==> src/rtl/inv_round_key.sv <==
// inv_round_key: sequential AES-128 decryption key scheduler; expands forward to round 10,
// then walks back to round 0, one key per accepted handshake.
module inv_round_key (
  input  logic         clk,
  input  logic         rst,
  input  logic         start,
  input  logic [127:0] key_in,
  input  logic         key_ready,
  output logic         busy,
  output logic         key_valid,
  output logic [127:0] key_out,
  output logic [3:0]   round_out
);
  typedef enum logic [1:0] {IDLE, EXPAND, EMIT} state_t;
  state_t state, state_nxt;
  logic [127:0] k, k_fwd, k_bwd;
  logic [3:0] r;
  logic [31:0] w0, w1, w2, w3, p3, sb_in, t;
  logic [7:0] rc;
  function automatic logic [7:0] gmul(input logic [7:0] a, input logic [7:0] b);
    logic [7:0] p, x;
    p = 8'h00;
    x = a;
    for (int i = 0; i < 8; i++) begin
      p = p ^ (b[i] ? x : 8'h00);
      x = {x[6:0], 1'b0} ^ (x[7] ? 8'h1b : 8'h00);
    end
    return p;
  endfunction
  // S-box as GF(2^8) inverse (x^254 by square-and-multiply) followed by the AES affine map
  function automatic logic [7:0] sbox(input logic [7:0] x);
    logic [7:0] s, v;
    s = x;
    v = 8'h01;
    for (int i = 1; i < 8; i++) begin
      s = gmul(s, s);
      v = gmul(v, s);
    end
    return v ^ {v[6:0], v[7]} ^ {v[5:0], v[7:6]} ^ {v[4:0], v[7:5]} ^ {v[3:0], v[7:4]} ^ 8'h63;
  endfunction
  function automatic logic [31:0] sub_word(input logic [31:0] w);
    return {sbox(w[31:24]), sbox(w[23:16]), sbox(w[15:8]), sbox(w[7:0])};
  endfunction
  function automatic logic [7:0] rcon(input logic [3:0] i);
    return i == 4'd9 ? 8'h1b : i == 4'd10 ? 8'h36 : 8'h01 << (i - 4'd1);
  endfunction
  // one shared S-box: forward steps feed w3, backward steps feed the recovered old w3
  always_comb begin
    {w0, w1, w2, w3} = k;
    p3 = w3 ^ w2;
    sb_in = state == EMIT ? p3 : w3;
    rc = rcon(state == EMIT ? r : r + 4'd1);
    t = sub_word({sb_in[23:0], sb_in[31:24]}) ^ {rc, 24'h0};
    k_fwd = {w0 ^ t, w1 ^ w0 ^ t, w2 ^ w1 ^ w0 ^ t, w3 ^ w2 ^ w1 ^ w0 ^ t};
    k_bwd = {w0 ^ t, w1 ^ w0, w2 ^ w1, p3};
  end
  always_ff @(posedge clk) begin
    if (rst) state <= IDLE;
    else state <= state_nxt;
  end
  always_comb begin
    state_nxt = state == IDLE   ? (start ? EXPAND : IDLE)
              : state == EXPAND ? (r == 4'd9 ? EMIT : EXPAND)
              : state == EMIT   ? (key_ready && r == 4'd0 ? IDLE : EMIT)
              : IDLE;
  end
  always_ff @(posedge clk) begin
    if (rst) begin
      k <= '0;
      r <= '0;
    end else if (state == IDLE && start) begin
      k <= key_in;
      r <= '0;
    end else if (state == EXPAND) begin
      k <= k_fwd;
      r <= r + 4'd1;
    end else if (state == EMIT && key_ready && r != 4'd0) begin
      k <= k_bwd;
      r <= r - 4'd1;
    end
  end
  always_comb begin
    busy = state != IDLE;
    key_valid = state == EMIT;
    key_out = k;
    round_out = r;
  end
endmodule

==> config.mk <==
export PLATFORM = sky130hd
export DESIGN_NAME = inv_round_key
export DESIGN_NICKNAME = d
export VERILOG_FILES = /design/src/rtl/inv_round_key.sv
export SDC_FILE = /design/constraint.sdc
export NUM_CORES = 2
export LEC_CHECK = 0
export ABC_CLOCK_PERIOD_IN_PS = 25700
export CORE_ASPECT_RATIO = 1.1
export CORE_MARGIN = 4
export CORE_UTILIZATION = 55
export DETAILED_ROUTE_END_ITERATION = 7
export GPL_TIMING_DRIVEN = 0
export MAX_ROUTING_LAYER = met4
export PLACE_DENSITY_LB_ADDON = 0.15
export SYNTH_ARGS = -nofsm -noshare
export SYNTH_HDL_FRONTEND = slang
export SYNTH_SLANG_ARGS = --single-unit
==> constraint.sdc <==
create_clock -name clk -period 25.7 [get_ports clk]
set_input_delay 2.57 -clock clk [delete_from_list [all_inputs] [get_ports clk]]
set_output_delay 2.57 -clock clk [all_outputs]
set_load 0.005 [all_outputs]
==> flow_summary_export.csv <==
group,metric,value,unit
timing,finalMaxSlewViolations,0,
grt,antenna_found_initial,22,
clock_tree,clk_pin_slew,0.07,ns
critical_path,start_kind,"flip-flop",
floorplanning,die-width,368,um
cells_and_area,nets,10700,
placed_design,io_buffers,264,
critical_path,cp_common_cell,"xnor2_1",
run_status,violations,"DRC",
critical_path,crit_type,"flip-flop to flip-flop",
placed_design,place_area,83200,um2
clock_tree,cts-buffers-inserted,17,
timing,post-route-period-util,0.959,
critical_path,reg2reg_slack,1.05,ns
logic_synthesis,synth_commonest_cells,"xnor2_1 (1817), nor2_1 (1463), nand2_1 (989), xor2_1 (561), xnor3_1 (470)",
logic_synthesis,yosysMostFrequentCell,"xnor2_1",
placed_design,routabilityCongestion,1.03,
floorplanning,core,141000,um2
grt,grt_remaining_overflow,0,
timing,rsz0062_at_grt,"no",
logic_synthesis,synth_top_flop_cell,"dfxtp_1",
run_status,status,"finished, violations left",
timing,hold_viol_final,0,
timing,worst_pin_slew,1.42,ns
logic_synthesis,synth-edff-count,0,
critical_path,worst_r2r_path_depth,88,
routing,wl_met3,29.8,mm
clock_tree,cts_tree,"yes",
logic_synthesis,syn_area,78200,um2
critical_path,cp_slowest_cell,"xnor2_1",
min_path,hold-path-cell-count,2,
routing,detail_route.wl_per_cell,23.4,um
logic_synthesis,synth_seq_cells,134,
logic_synthesis,synth.area.top_cells,"xnor2_1 (20%), xnor3_1 (14%), nor2_1 (7.0%)",
routing,firstDrtPassIters,8,
cells_and_area,layout-drive-gt1-share,0.0906,
timing,final-setup-viol-count,0,
grt,grt_usage,0.377,
critical_path,crit_fanout,11,
logic_synthesis,yosysWarnings,0,
clock_tree,ctsHtreeMaxLevel,4,
clock_tree,cts-root-buf,"clkbuf_16",
logic_synthesis,yosys.area.top_type_share,0.203,
routing,via_count,75200,
placed_design,dp_hpwl,226,mm
timing,worst_slack,1.05,ns
routing,dr_wl_met2,128,mm
timing,maxSlewHeadroom,0.0450,
routing,viasPerCell,6.16,
routing,first_iter_violations,8829,
routing,postRouteAntennaNets,0,
floorplanning,dieHeight,404,um
timing,clock_skew,0.0123,ns
routing,wirelength,286,mm
critical_path,slowest_delay,0.63,ns
critical_path,r2r_start,"state[1]",
min_path,holdCritStartpoint,"key_out[99]",
logic_synthesis,avgSynthCellArea,7.83,um2
min_path,hold-path-endpoint,"key_out[99]",
grt,grt_max_degree,20,
cells_and_area,fin_util,0.603,
timing,fin_crit,24.65,ns
floorplanning,die-area,148000,um2
job,max_cap_violations,0,
grt,grt_pass1_wl,431,mm
placed_design,dp_slack,-2.77,ns
logic_synthesis,seq_area_frac_synth,0.0343,
timing,clock.fmax,40.6,MHz
clock_tree,clk_latency,0.46,ns
floorplanning,initial_utilization,0.556,
routing,drt-met1-wl,116,mm
logic_synthesis,synth_cell_types,125,
grt,grt_pass1_vias,70500,
logic_synthesis,synth_nets,10400,
routing,drc,7,
critical_path,cp-end-kind,"flip-flop",
floorplanning,rows,144,
critical_path,required,26.01,ns
cells_and_area,area_growth,8.50,%
floorplanning,num_io_pins,266,
critical_path,r2r-end,"key_out[24]",
min_path,hold_class,"flip-flop to flip-flop",
clock_tree,cts_sinks,134,
logic_synthesis,async_flop_share,0,
cells_and_area,stdcell_area,84900,um2
logic_synthesis,synth_area_leader_cell,"xnor2_1",
routing,dr.max_layer_used,"met4",
clock_tree,cts_buffer_depth,2,
critical_path,arrival,24.96,ns
logic_synthesis,syn_inst,9988,
[state kept, by name, summed over array words and instances (netlist names)]
register,cells
state,2
key_out,128
round_out,4
[critical path: cells and delay by family, from the launching register on]
family                   cells  cell delay (ns)
AND/OR/NAND/NOR             14             2.68
XOR/XNOR                    33             9.95
multiplexers                 4             1.07
flip-flops                   1             0.31
buffers and inverters       19             4.59
adder cells (fa/ha/maj)     10             4.27
AO/OA/AOI/OAI                8             1.58
[cell families (layout without fill, tap and decap cells)]
group | after synthesis | count (layout) | share of synthesized area
AOI/OAI and AO/OA | 1795 | 1795 | 0.156
xor gates and xnor gates | 3188 | 3188 | 0.491
adders and majority gates | 275 | 275 | 0.0440
buffers and inverters | 980 | 1272 | 0.0532
DFF | 134 | 134 | 0.0343
muxes | 260 | 260 | 0.0340
other | 0 | 22 | 0
and+or+nand+nor | 3356 | 3356 | 0.188
[placed cells by master (no fill, tap or decap), types with 46 or more instances in the layout]
master,count
xnor2_1,1750
nor2_1,1461
nand2_1,989
xor2_1,543
xnor3_1,469
a21oi_1,437
o21ai_0,306
clkbuf_1,294
ha_1,268
clkdlybuf4s50_1,264
nor3_1,232
inv_1,220
mux2i_1,216
nand3_1,172
buf_2,169
xnor2_2,166
dfxtp_1,133
o211ai_1,120
o22ai_1,116
a211oi_1,109
xor3_1,79
xor2_2,75
nor2b_1,74
clkbuf_2,69
nand2b_1,68
inv_2,67
a22oi_1,66
and2_1,60
a221oi_1,59
or3_1,58
buf_4,55
buf_1,52
a211o_1,50
a31oi_1,46
xnor3_2,46
[layer usage]
metal,up-vias,global-route usage
met5,-,-
met4,0,0.136
met3,582,0.0813
met2,3796,0.587
met1,36100,0.483
li1,34700,-
[final cells by class]
type / count / area, um2
buffer: 638 / 2970
tap: 1898 / 2370
antenna: 22 / 55.1
fill: 13100 / 55900
timing repair buffer: 287 / 2820
clock buffer: 19 / 453
sequential: 134 / 2680
clock inverter: 13 / 123
multi-input combinational: 8874 / 72200
inverter: 315 / 1200
[stage by stage]
| stage | std cells | hold WS, ns | setup TNS [ns] |
|---|---|---|---|
| finish | 12200 | 0.533 | 0 |
| global route | 12200 | 0.545 | 0 |
| CTS | 12200 | 0.521 | 0 |
| detailed placement | 12200 | 0.504 | -191.82 |
| global placement | 12200 | 0.502 | -172.56 |
| floorplan | 9988 | 0.484 | 0 |
[how the worst max path moves through the flow]
stage                       end  cells after the start  slack [ns]        start
floorplan            key_out[3]                     96        4.16     state[1]
global placement     key_out[3]                     95       -2.67  key_out[59]
detailed placement   key_out[3]                     95       -2.77  key_out[59]
CTS                 key_out[20]                     97       0.005     state[0]
global route        key_out[26]                     93       0.002     state[1]
finish              key_out[24]                     88        1.05     state[1]
[timing repair]
action                     in CTS  in global routing
pin swaps                       4                  6
hold endpoints to repair        0                  0
resized for setup              79                160
buffers inserted                5                 18
setup endpoints to repair     128                128
hold buffers                    0                  0
gates cloned                    0                  0
Power is left out: the tool's default activity adds up to more than one toggle a clock period on the data nets, which glitch-free logic cannot reach.
